===== src/rtl/barrel_pkg.sv =====
// Shared mode encodings and the bit-reverse helper for the pipelined barrel shifter.
package barrel_pkg;

   localparam logic [1:0] MODE_ROR = 2'b00;
   localparam logic [1:0] MODE_ROL = 2'b01;
   localparam logic [1:0] MODE_LSR = 2'b10;
   localparam logic [1:0] MODE_ASR = 2'b11;

   localparam int MAX_W = 64;

   // Reverses the low w bits of x; bits at and above w come back as zero.
   function automatic logic [MAX_W-1:0] bit_rev(input logic [MAX_W-1:0] x, input int w);
      logic [MAX_W-1:0] r;
      logic [MAX_W-1:0] t;
      r = '0;
      t = x;
      for (int i = 0; i < MAX_W; i++) begin
         if (i < w) begin
            r = {r[MAX_W-2:0], t[0]};
            t = t >> 1;
         end
      end
      return r;
   endfunction

endpackage


===== src/rtl/barrel_stage.sv =====
// One registered shifter level: rotates right or fill-shifts right by DIST when its amount bit is set.
module barrel_stage
   import barrel_pkg::*;
#(
   parameter int WIDTH = 16,
   parameter int DIST = 8,
   localparam int SHW = $clog2(WIDTH),
   localparam int BIT = $clog2(DIST)
) (
   input  logic             clk,
   input  logic             rst_n,
   input  logic             en,
   input  logic             prev_valid,
   input  logic [WIDTH-1:0] prev_data,
   input  logic [SHW-1:0]   prev_amount,
   input  logic [1:0]       prev_mode,
   input  logic             prev_fill,
   output logic             valid,
   output logic [WIDTH-1:0] data,
   output logic [SHW-1:0]   amount,
   output logic [1:0]       mode,
   output logic             fill
);

   logic [WIDTH-1:0] shifted;

   // ROL shares the right-rotate path; its operand was bit-reversed on entry.
   always_comb begin
      shifted = prev_data;
      if (prev_amount[BIT]) begin
         if (prev_mode == MODE_ROR || prev_mode == MODE_ROL)
            shifted = {prev_data[DIST-1:0], prev_data[WIDTH-1:DIST]};
         else
            shifted = {{DIST{prev_fill}}, prev_data[WIDTH-1:DIST]};
      end
   end

   always_ff @(posedge clk or negedge rst_n) begin
      if (!rst_n) begin
         valid  <= 1'b0;
         data   <= '0;
         amount <= '0;
         mode   <= MODE_ROR;
         fill   <= 1'b0;
      end else if (en) begin
         valid  <= prev_valid;
         data   <= shifted;
         amount <= prev_amount;
         mode   <= prev_mode;
         fill   <= prev_fill;
      end
   end

endmodule


===== src/rtl/barrel_shift_pipe.sv =====
// Pipelined WIDTH-bit barrel shifter (ROR/ROL/LSR/ASR), one level per stage, valid/ready with full backpressure.
module barrel_shift_pipe
   import barrel_pkg::*;
#(
   parameter int WIDTH = 16,
   localparam int SHW = $clog2(WIDTH),
   localparam int STAGES = SHW
) (
   input  logic             clk,
   input  logic             rst_n,
   input  logic [WIDTH-1:0] A,
   input  logic [SHW-1:0]   C,
   input  logic [1:0]       MODE,
   input  logic             in_valid,
   output logic             in_ready,
   output logic [WIDTH-1:0] O,
   output logic             out_valid,
   input  logic             out_ready,
   output logic [SHW:0]     occ
);

   logic stall;
   logic advance;
   logic in_xfer;
   logic out_xfer;

   // Index 0 is the entry point; index k+1 is the register of stage k.
   logic             st_valid  [STAGES+1];
   logic [WIDTH-1:0] st_data   [STAGES+1];
   logic [SHW-1:0]   st_amount [STAGES+1];
   logic [1:0]       st_mode   [STAGES+1];
   logic             st_fill   [STAGES+1];

   assign stall    = out_valid && !out_ready;
   assign advance  = !stall;
   assign in_ready = !stall;
   assign in_xfer  = in_valid && in_ready;
   assign out_xfer = out_valid && out_ready;

   assign st_valid[0]  = in_xfer;
   assign st_data[0]   = (MODE == MODE_ROL) ? WIDTH'(bit_rev(MAX_W'(A), WIDTH)) : A;
   assign st_amount[0] = C;
   assign st_mode[0]   = MODE;
   assign st_fill[0]   = (MODE == MODE_ASR) && A[WIDTH-1];

   for (genvar k = 0; k < STAGES; k++) begin : g_stage
      barrel_stage #(
         .WIDTH (WIDTH),
         .DIST  (1 << (SHW - 1 - k))
      ) u_stage (
         .clk         (clk),
         .rst_n       (rst_n),
         .en          (advance),
         .prev_valid  (st_valid[k]),
         .prev_data   (st_data[k]),
         .prev_amount (st_amount[k]),
         .prev_mode   (st_mode[k]),
         .prev_fill   (st_fill[k]),
         .valid       (st_valid[k+1]),
         .data        (st_data[k+1]),
         .amount      (st_amount[k+1]),
         .mode        (st_mode[k+1]),
         .fill        (st_fill[k+1])
      );
   end

   assign out_valid = st_valid[STAGES];
   assign O = (st_mode[STAGES] == MODE_ROL) ? WIDTH'(bit_rev(MAX_W'(st_data[STAGES]), WIDTH))
                                            : st_data[STAGES];

   // The last stage still carries amount/fill for uniformity; nothing downstream needs them.
   logic unused_tail;
   assign unused_tail = ^{st_amount[STAGES], st_fill[STAGES]};

   always_ff @(posedge clk or negedge rst_n) begin
      if (!rst_n)
         occ <= '0;
      else if (in_xfer && !out_xfer)
         occ <= occ + (SHW+1)'(1);
      else if (out_xfer && !in_xfer)
         occ <= occ - (SHW+1)'(1);
   end

endmodule


===== config.mk =====
export PLATFORM = sky130hd
export DESIGN_NAME = barrel_shift_pipe
export DESIGN_NICKNAME = d
export VERILOG_FILES = /design/src/rtl/barrel_pkg.sv /design/src/rtl/barrel_stage.sv /design/src/rtl/barrel_shift_pipe.sv
export SDC_FILE = /design/constraint.sdc
export NUM_CORES = 1
export LEC_CHECK = 0
export ABC_CLOCK_PERIOD_IN_PS = 2700
export BUFFER_PORTS_ARGS = -buffer_cell sky130_fd_sc_hd__buf_2
export CAP_MARGIN = 20
export CELL_PAD_IN_SITES_DETAIL_PLACEMENT = 1
export CELL_PAD_IN_SITES_GLOBAL_PLACEMENT = 1
export CORE_MARGIN = 1.5
export CORE_UTILIZATION = 46
export CTS_CLUSTER_DIAMETER = 60
export DETAILED_ROUTE_END_ITERATION = 7
export PLACE_DENSITY = 0.91
export SLEW_MARGIN = 5
export SYNTH_ARGS = -nofsm -noshare
export SYNTH_HDL_FRONTEND = slang
export SYNTH_SLANG_ARGS = --single-unit

===== constraint.sdc =====
create_clock -name clk -period 2.7 [get_ports clk]
set_input_delay 0.54 -clock clk [delete_from_list [all_inputs] [get_ports clk]]
set_output_delay 0.54 -clock clk [all_outputs]
set_load 0.05 [all_outputs]

==> results of run 1 <==
[final cells by class]
type                       count  area (sq um)
clock buffer                  13           149
sequential                    90          2250
fill                        1152          4750
clock inverter                 3          15.0
tap                          133           166
inverter                       3          12.5
multi-input combinational    365          2220
timing repair buffer          52           298
[power by group]
part	switching, mW	internal (mW)	leakage, nW
Combinational	1.93	1.04	1.31
Sequential	0.651	1.95	1.08
Clock	0.457	0.357	0.0872
[cells by family (layout without fill, tap and decap cells)]
| logic type | Yosys count | in the layout | synth area share, % |
|---|---|---|---|
| multiplexers | 72 | 72 | 15.6 |
| AND/OR/NAND/NOR | 197 | 197 | 17.5 |
| XOR/XNOR | 2 | 2 | 0.373 |
| AO/OA/AOI/OAI | 90 | 90 | 12.6 |
| flip-flops | 90 | 90 | 47.9 |
| buffers and inverters | 39 | 71 | 4.76 |
| adder cells (fa/ha/maj) | 4 | 4 | 1.22 |
[placed cells by master (no fill, tap or decap), types with 4 or more instances in the layout]
| master | instances |
|---|---|
| nand2_1 | 149 |
| clkbuf_8 | 10 |
| nor3b_1 | 8 |
| dfrtp_1 | 90 |
| o21ai_1 | 42 |
| nor2_1 | 25 |
| clkinv_2 | 4 |
| buf_2 | 47 |
| mux2_1 | 9 |
| a21o_1 | 8 |
| a221oi_1 | 7 |
| a2111oi_0 | 8 |
| a211oi_1 | 17 |
| mux2i_1 | 63 |
[registers in the layout, summed over array words and instances (netlist names)]
name	flops
g_stage.u_stage.amount	6
g_stage.u_stage.data	64
g_stage.u_stage.fill	3
g_stage.u_stage.mode	8
g_stage.u_stage.valid	4
occ	5
[per-layer routing]
metal,track usage (%),part of all wire [%],vias up
met5,0,0,-
met1,26.0,45,1738
li1,-,-,1750
met2,37.3,51,53
met3,3.20,2.2,15
met4,7.84,1.7,0
[worst max-delay path: stages, from the launching register on]
cell and delay, ns:
dfrtp_1 0.36, nand2b_1 0.48, nand2_1 0.13, nand2_1 0.08, buf_2 0.26
[worst max-delay path by stage]
stage                                    start      to  slack [ns]  depth (start not counted)
floorplan             g_stage[3].u_stage.valid  occ[4]        0.54                          5
global placement                      in_valid  occ[4]        0.59                          6
detailed placement                    in_valid  occ[4]        0.49                          6
CTS                 g_stage[3].u_stage.mode[1]    O[8]        0.43                          4
global route        g_stage[3].u_stage.mode[1]    O[8]        0.38                          4
finish              g_stage[3].u_stage.mode[1]    O[8]        0.47                          4
[stage by stage]
step	std cells	util, %
after floorplan	494	-
after global placement	643	50.2
after detailed placement	643	50.2
after CTS	659	51.9
after global routing	659	51.9
final	659	51.9
==> results.txt, run 1 <==
largest net degree at the start of global routing - 130
Seq/Total Area, Yosys - 47.9%
Final Power - 6.38 mW
initial antenna violation count - 0
final setup fails - 0
CP Launch Type - register
WL final - 10600 um
die area - 10800 sq um
CTS tree - yes
Crit path required time - 2.16 ns
most frequent cells after synthesis - nand2_1 (149), dfrtp_1 (90), mux2i_1 (63), o21ai_1 (42), nor2_1 (25)
vias in the first global route - 3787
Net Count, Synth - 524
clock sink count - 90
CTS Buffer Depth - 2
internal reg-to-reg setup slack - 0.64 ns
1st-iter DRT viols - 120
max-cap violations - 0
clk root buf - clkbuf_8
Post-CTS Resized - 0
Via density - 5.40
Netlist cell types - 40
DRC viols - 0
Setup CP Type - reg2out
Mapped Cells - 494
detailed placement HPWL - 7620 um
CTS Hold Buffers Added - 0
vias after detailed routing - 3556
Synth-to-Final Area Change - 8.86%
Max Slew Vio Count - 0
CP max FO - 16
unrepaired setup endpoints after global routing - no
Max VDD drop - 0.533 mV
CTS H-tree depth - 3
skew final - 0.00902 ns
Tcrit/Tclk final - 82.5%
Avg Cell Area, Syn - 9.52 sq um
#FFs+latches synth - 90
status - completed
mapped cell area - 4700 sq um
Die Width - 104 um
Pleak - 2.47 nW
Final #Nets - 551
gpl congestion - 0.782
Die Height - 104 um
total track usage - 21.1%
Initial Util - 47.7%
TritonRoute pass-1 iters - 6
CTS Buf Count - 9
Port Buffers - 48
worst slew pin tran - 0.850 ns
EDFF count, synth - 0
Congestion Overflow GR - 0
Main synth FF type - dfrtp_1
placed inst area - 4950 sq um
I/O pin count - 49
Rows - 36
Final min period - 2.23 ns
async set-reset flop share out of synthesis - 100%
Hold Crit Class - in2async
Fin. Hold Viols - 0
most instantiated library cell after synthesis - nand2_1
top cells by area, synth - dfrtp_1 (48%), mux2i_1 (13%), nand2_1 (12%), o21ai_1 (4.5%), a211oi_1 (2.7%)
Max Clock Freq - 449 MHz
top cell type by total area after synthesis - dfrtp_1
Antenna Nets Post-Route - 0
Post-CTS Setup Bufs - 0
Setup crit end kind - primary output
Wirelength per Cell - 16.1 um
pre-CTS setup slack - 0.491 ns
n_diodes - 0
worst skew pair latency - 0.37 ns
first-pass GRT wire length - 18600 um
r2r worst-path depth - 5
core area - 9860 sq um
Synth Warn # - 0
arrival time worst endpoint - 1.69 ns
Worst-path clk slew - 0.08 ns
fin area - 5120 sq um
final worst slack - 0.473 ns
share of cells above drive strength 1 - 13.5%
final hold slack - 0.198 ns
Worst R2R End - occ[4]
Synth top area share - 47.9%
Slew headroom - 43.4%
Setup TNS - 0 ns
worst reg2reg startpoint - g_stage[3].u_stage.valid
pwr dens - 1250 nW/um^2
Note: power is estimated with default switching activity, not from simulation.
==> inputs of run 2 (changes only) <==
ABC_AREA = 1   (was default)
ABC_CLOCK_PERIOD_IN_PS = 2290   (was 2700)
CORE_UTILIZATION = 43   (was 46)
PLACE_DENSITY = 0.9   (was 0.91)
clock period = 2.29 ns   (was 2.7 ns; I/O delays follow)
==> results.txt, run 2 <==
Avg Cell Area, Syn - 7.63 sq um (was 9.52 sq um)
Worst-path clk slew - 0.08 ns (about the same)
top cell type by total area after synthesis - dfrtp_1 (unchanged)
final hold slack - 0.0528 ns (was 0.198 ns)
Mapped Cells - 618 (was 494)
clk root buf - clkbuf_8 (unchanged)
Die Width - 108 um (was 104 um)
Synth-to-Final Area Change - 9.45% (was 8.86%)
critical path, cell by cell - nand2_1 > buf_4 > nand2_1 > o21ai_0 > buf_2 (was nand2b_1 > nand2_1 > nand2_1 > buf_2)
gpl congestion - 0.906 (was 0.782)
Die Height - 108 um (was 104 um)
Setup crit end kind - primary output (unchanged)
unrepaired setup endpoints after global routing - no (unchanged)
Reg with most FFs - g_stage.u_stage.data (unchanged)
I/O pin count - 49 (unchanged)
most instantiated library cell after synthesis - nand2_1 (unchanged)
Synth Warn # - 0 (unchanged)
max-cap violations - 0 (unchanged)
Setup CP Type - reg2out (unchanged)
CTS tree - yes (unchanged)
commonest non-fill, non-tap cell in the layout - nand2_1 (unchanged)
largest net degree at the start of global routing - 112 (was 130)
initial antenna violation count - 0 (unchanged)
mapped cell area - 4720 sq um (was 4700 sq um)
worst skew pair latency - 0.36 ns (was 0.37 ns)
Antenna Nets Post-Route - 0 (unchanged)
top cells by area, synth - dfrtp_1 (48%), nand2_1 (17%), inv_1 (6.0%), nand3_1 (5.3%), o211ai_1 (5.3%) (was dfrtp_1 (48%), mux2i_1 (13%), nand2_1 (12%), o21ai_1 (4.5%), a211oi_1 (2.7%))
Final #Nets - 682 (was 551)
Post-CTS Resized - 0 (unchanged)
arrival time worst endpoint - 1.57 ns (was 1.69 ns)
Reg area - 2250 sq um (unchanged)
Largest register FFs - 64 (unchanged)
Rows - 38 (was 36)
CTS Buffer Depth - 2 (unchanged)
Largest regs - g_stage.u_stage.data (64), g_stage.u_stage.mode (8), g_stage.u_stage.amount (6) (unchanged)
Synth top area share - 47.8% (was 47.9%)
CP max stage cell - dfrtp_1 (was nand2b_1)
EDFF count, synth - 0 (unchanged)
most frequent cells in the layout - nand2_1 (211), dfrtp_1 (90), inv_1 (76) (was nand2_1 (149), dfrtp_1 (90), mux2i_1 (63))
CP max FO - 32 (was 16)
Slew headroom - 60.6% (was 43.4%)
#FFs+latches synth - 90 (unchanged)
Hold Crit Class - in2async (unchanged)
async set-reset flop share out of synthesis - 100% (unchanged)
total track usage - 21.6% (was 21.1%)
share of cells above drive strength 1 - 10.8% (was 13.5%)
Final min period - 2.03 ns
CTS H-tree depth - 3 (unchanged)
most frequent cells after synthesis - nand2_1 (211), dfrtp_1 (90), inv_1 (76), nand3_1 (50), o21ai_0 (46) (was nand2_1 (149), dfrtp_1 (90), mux2i_1 (63), o21ai_1 (42), nor2_1 (25))
Congestion Overflow GR - 0 (unchanged)
Seq/Total Area, Yosys - 47.8% (was 47.9%)
Max VDD drop - 0.940 mV (was 0.533 mV)
Fin. Hold Viols - 0 (unchanged)
fill count - 1398 (was 1152)
Crit path required time - 1.83 ns (was 2.16 ns)
Netlist cell types - 24 (was 40)
Worst path max stage delay - 0.41 ns (was 0.48 ns)
first-pass GRT wire length - 19800 um (was 18600 um)
n_diodes - 0 (unchanged)
die area - 11600 sq um (was 10800 sq um)
pwr dens - 1480 nW/um^2 (was 1250 nW/um^2)
status - completed (unchanged)
Net Count, Synth - 648 (was 524)
Pleak - 2.69 nW (was 2.47 nW)
Max Slew Vio Count - 0 (unchanged)
Initial Util - 43.9% (was 47.7%)
DRC viols - 0 (unchanged)
Main synth FF type - dfrtp_1 (unchanged)
Via density - 5.18 (was 5.40)
CTS Hold Buffers Added - 0 (unchanged)
final setup fails - 0 (unchanged)
CTS Buf Count - 9 (unchanged)
Max Clock Freq - 493 MHz
Setup TNS - 0 ns (unchanged)
WL final - 11400 um (was 10600 um)
clock sink count - 90 (unchanged)
core area - 10700 sq um (was 9860 sq um)
CP Launch Type - register (unchanged)
Tcrit/Tclk final - 88.5%
Post-CTS Setup Bufs - 0 (unchanged)
vias after detailed routing - 4120 (was 3556)
multi-input logic area - 1950 sq um (was 2220 sq um)
Wirelength per Cell - 14.3 um (was 16.1 um)
1st-iter DRT viols - 200 (was 120)
Worst path most repeated cell - nand2_1 (unchanged)
skew final - 0.00864 ns (was 0.00902 ns)
worst slew pin tran - 0.589 ns (was 0.850 ns)
detailed placement HPWL - 8240 um (was 7620 um)
TritonRoute pass-1 iters - 4 (was 6)
Port Buffers - 48 (unchanged)
vias in the first global route - 4237 (was 3787)
[run 2: changes by cell type in the layout (fill, tap and decap cells not counted), sizes merged, moves of 11 or more]
cell | before | now
a211oi | 17 | 0
inv | 2 | 78
mux2i | 63 | 0
nand2 | 149 | 211
nand3 | 2 | 50
nor2 | 26 | 15
o211ai | 1 | 33
o21ai | 45 | 78
[run 2: path summary, 6_finish.rpt]
path	endpoint	depth (start not counted)	start	slack [ns]
worst min register to register	g_stage[0].u_stage.data[2]	2	g_stage[0].u_stage.data[2]	0.48
worst max register to register	g_stage[2].u_stage.data[14]	5	g_stage[3].u_stage.valid	0.59
worst max-delay path	O[2]	5	g_stage[3].u_stage.mode[0]	0.26
worst min-delay path	g_stage[3].u_stage.data[7]	1	rst_n	0.05
max in group asynchronous	g_stage[1].u_stage.valid	2	rst_n	1.60
min in group clk	g_stage[0].u_stage.amount[1]	3	C[1]	0.31
[run 2: kinds of logic after synthesis]
kind of cell / Yosys count / share of synthesized area (%)
buffers and inverters: 114 / 11.0
adders and majority gates: 4 / 1.22
AOI/OAI and AO/OA: 128 / 15.7
xor gates and xnor gates: 2 / 0.372
and+or+nand+nor: 280 / 23.9
DFF: 90 / 47.8
[run 2: critical path: cells and delay by family, from the launching register on]
kind            cells  cell delay [ns]
buf+inv             2             0.54
flops               1             0.41
simple gates        2             0.15
compound gates      1             0.09
[run 2: metrics by stage]
step / instance area [sq um] / std cells / power, mW / utilization (%) / setup slack (ns)
after detailed placement: 5010 / 781 / 6.72 / 46.6 / 0.455
final: 5160 / 795 / 7.64 / 48.0 / 0.263
after floorplan: 4720 / 618 / 5.80 / - / 0.0590
after global placement: 5010 / 781 / 6.46 / 46.6 / 0.570
after CTS: 5160 / 795 / 7.71 / 48.0 / 0.239
after global routing: 5160 / 795 / 8.29 / 48.0 / 0.136
[run 2: final cells by class]
class                           count  share of cell area (%)
Tap cell                          140                    3.39
Multi-Input combinational cell    414                    37.7
Sequential cell                    90                    43.6
Clock buffer                       14                    2.96
Timing Repair Buffer               57                    6.50
Inverter                           80                    5.82
[run 2: metal layers]
metal  vias up  wire length, um  track usage (%)  part of all wire [%]
li1       2055                -                -                     -
met1      1987             5070             26.2                    45
met2        58             5850             38.9                    51
met3        20              227             2.60                   2.0
met4         0              234             8.83                   2.1
met5         -                0                0                     0
[run 2: where the power goes]
part	switching, mW	internal (mW)
combinational	2.74	1.14
clock	0.509	0.415
sequential	0.514	2.32
total	3.76	3.87
==> inputs of run 3 (changes only) <==
BUFFER_PORTS_ARGS = default   (was -buffer_cell sky130_fd_sc_hd__buf_2)
CORE_UTILIZATION = 47   (was 43)
DONT_BUFFER_PORTS = 1   (was default)
PLACE_DENSITY = 0.91   (was 0.9)
==> results.txt, run 3 (synthesized netlist as in run 2, its figures left out) <==
skew final - 0.00917 ns (was 0.00864 ns)
detailed placement HPWL - 8220 um (was 8240 um)
die area - 10600 sq um (was 11600 sq um)
Post-CTS Resized - 0 (unchanged)
Setup crit end kind - primary output (unchanged)
critical path launch point - g_stage[3].u_stage.mode[0] (unchanged)
I/O pin count - 49 (unchanged)
initial antenna violation count - 0 (unchanged)
Hold Crit Class - in2async (unchanged)
Final min period - 2.02 ns (was 2.03 ns)
CP Launch Type - register (unchanged)
Worst path max stage delay - 0.40 ns (was 0.41 ns)
Max Clock Freq - 496 MHz (was 493 MHz)
placed inst area - 4860 sq um (was 5010 sq um)
final setup fails - 0 (unchanged)
Worst-path clk slew - 0.09 ns (was 0.08 ns)
vias in the first global route - 4208 (was 4237)
fin area - 5010 sq um (was 5160 sq um)
CP max FO - 32 (unchanged)
gpl congestion - 0.857 (was 0.906)
CTS Buffer Depth - 2 (unchanged)
Die Height - 103 um (was 108 um)
clk root buf - clkbuf_8 (unchanged)
Crit path required time - 1.83 ns (about the same)
Largest regs - g_stage.u_stage.data (64), g_stage.u_stage.mode (8), g_stage.u_stage.amount (6) (unchanged)
CTS Buf Count - 9 (unchanged)
Die Width - 103 um (was 108 um)
met3 usage - 5.08% (was 2.60%)
first-pass GRT wire length - 19200 um (was 19800 um)
Fin. Hold Viols - 90 (was 0)
status - finished with violations (was completed)
Wirelength per Cell - 15.1 um (was 14.3 um)
Setup TNS - 0 ns (unchanged)
Pleak - 2.56 nW (was 2.69 nW)
final hold slack - -0.213 ns (was 0.0528 ns)
Antenna Nets Post-Route - 0 (unchanged)
met1 usage in global routing - 28.3% (was 26.2%)
worst skew pair latency - 0.36 ns (about the same)
gr busiest metal - met2 (unchanged)
met2 Track Usage GR - 41.5% (was 38.9%)
Max VDD drop - 0.728 mV (was 0.940 mV)
Slew headroom - 56.6% (was 60.6%)
largest net degree at the start of global routing - 108 (was 112)
Reg with most FFs - g_stage.u_stage.data (unchanged)
Port Buffers - 0 (was 48)
commonest non-fill, non-tap cell in the layout - nand2_1 (unchanged)
Congestion Overflow GR - 0 (unchanged)
Post-CTS Setup Bufs - 0 (unchanged)
worst reg2reg startpoint - g_stage[3].u_stage.valid (unchanged)
Synth-to-Final Area Change - 6.23% (was 9.45%)
failing checks - negative hold slack
max-cap violations - 0 (unchanged)
most frequent cells in the layout - nand2_1 (211), dfrtp_1 (90), inv_1 (76) (unchanged)
worst slew pin tran - 0.648 ns (was 0.589 ns)
CTS tree - yes (unchanged)
share of cells above drive strength 1 - 6.42% (was 10.8%)
clock sink count - 90 (unchanged)
Max Slew Vio Count - 0 (unchanged)
unrepaired setup endpoints after global routing - no (unchanged)
CP max stage cell - dfrtp_1 (unchanged)
pwr dens - 1540 nW/um^2 (was 1480 nW/um^2)
total track usage - 23.3% (was 21.6%)
Initial Util - 48.2% (was 43.9%)
critical path, cell by cell - nand2_1 > buf_4 > nand2_1 > o21ai_1 > buf_4 (was nand2_1 > buf_4 > nand2_1 > o21ai_0 > buf_2)
Tcrit/Tclk final - 88.0% (was 88.5%)
1st-iter DRT viols - 207 (was 200)
TritonRoute pass-1 iters - 4 (unchanged)
Via density - 5.31 (was 5.18)
WL final - 11400 um (about the same)
CTS H-tree depth - 3 (unchanged)
vias after detailed routing - 4014 (was 4120)
n_diodes - 0 (unchanged)
Setup CP Type - reg2out (unchanged)
Largest register FFs - 64 (unchanged)
arrival time worst endpoint - 1.56 ns (was 1.57 ns)
core area - 9770 sq um (was 10700 sq um)
DRC viols - 0 (unchanged)
Rows - 36 (was 38)
Final #Nets - 649 (was 682)
-- run 3: power breakdown --
group,internal [mW],leakage [nW],total (mW),switching [mW]
Sequential,2.31,1.08,2.97,0.656
Clock,0.386,0.0762,0.920,0.534
Combinational,1.24,1.41,3.84,2.60
Total,3.94,2.56,7.73,3.79
-- run 3: worst max-delay path: cells and delay by family, from the launching register on --
| family | cells | cell delay, ns |
|---|---|---|
| buffers and inverters | 2 | 0.51 |
| AOI/OAI and AO/OA | 1 | 0.11 |
| and+or+nand+nor | 2 | 0.17 |
| DFF | 1 | 0.40 |
-- run 3: per-stage QoR --
step                      power, mW  std cells  worst slack (ns)  util, %  hold slack, ns
after floorplan                5.80        618            0.0590        -           0.162
after global placement         6.53        741             0.624     49.7           0.165
after CTS                      7.81        756             0.240     51.3          -0.239
after global routing           8.37        756             0.141     51.3          -0.243
final                          7.73        756             0.274     51.3          -0.213
after detailed placement       6.83        741             0.530     49.7           0.165
-- run 3: layer usage --
layer	routed length [um]	share of wire [%]	up-vias
li1	-	-	1984
met3	385	3.4	13
met1	5100	45	1942
met4	150	1.3	0
met2	5810	51	75
met5	0	0	-
-- run 3: path summary, 6_finish.rpt --
check	end	slack, ns	cells after the start
min in group clk	g_stage[0].u_stage.amount[1]	0.24	2
setup / recovery	O[5]	0.27	5
max in group asynchronous	g_stage[3].u_stage.valid	2.37	0
hold reg to reg	g_stage[3].u_stage.valid	0.47	2
setup reg to reg	g_stage[2].u_stage.data[15]	0.53	5
hold / removal	g_stage[2].u_stage.data[12]	-0.21	0
-- run 3: cell type report --
| class | instances | area [sq um] |
|---|---|---|
| Sequential cell | 90 | 2250 |
| Multi-Input combinational cell | 414 | 1950 |
| Tap cell | 133 | 166 |
| Inverter | 80 | 300 |
| Timing Repair Buffer | 24 | 193 |
| Clock inverter | 3 | 17.5 |
| Fill cell | 1247 | 4760 |
| Clock buffer | 12 | 135 |
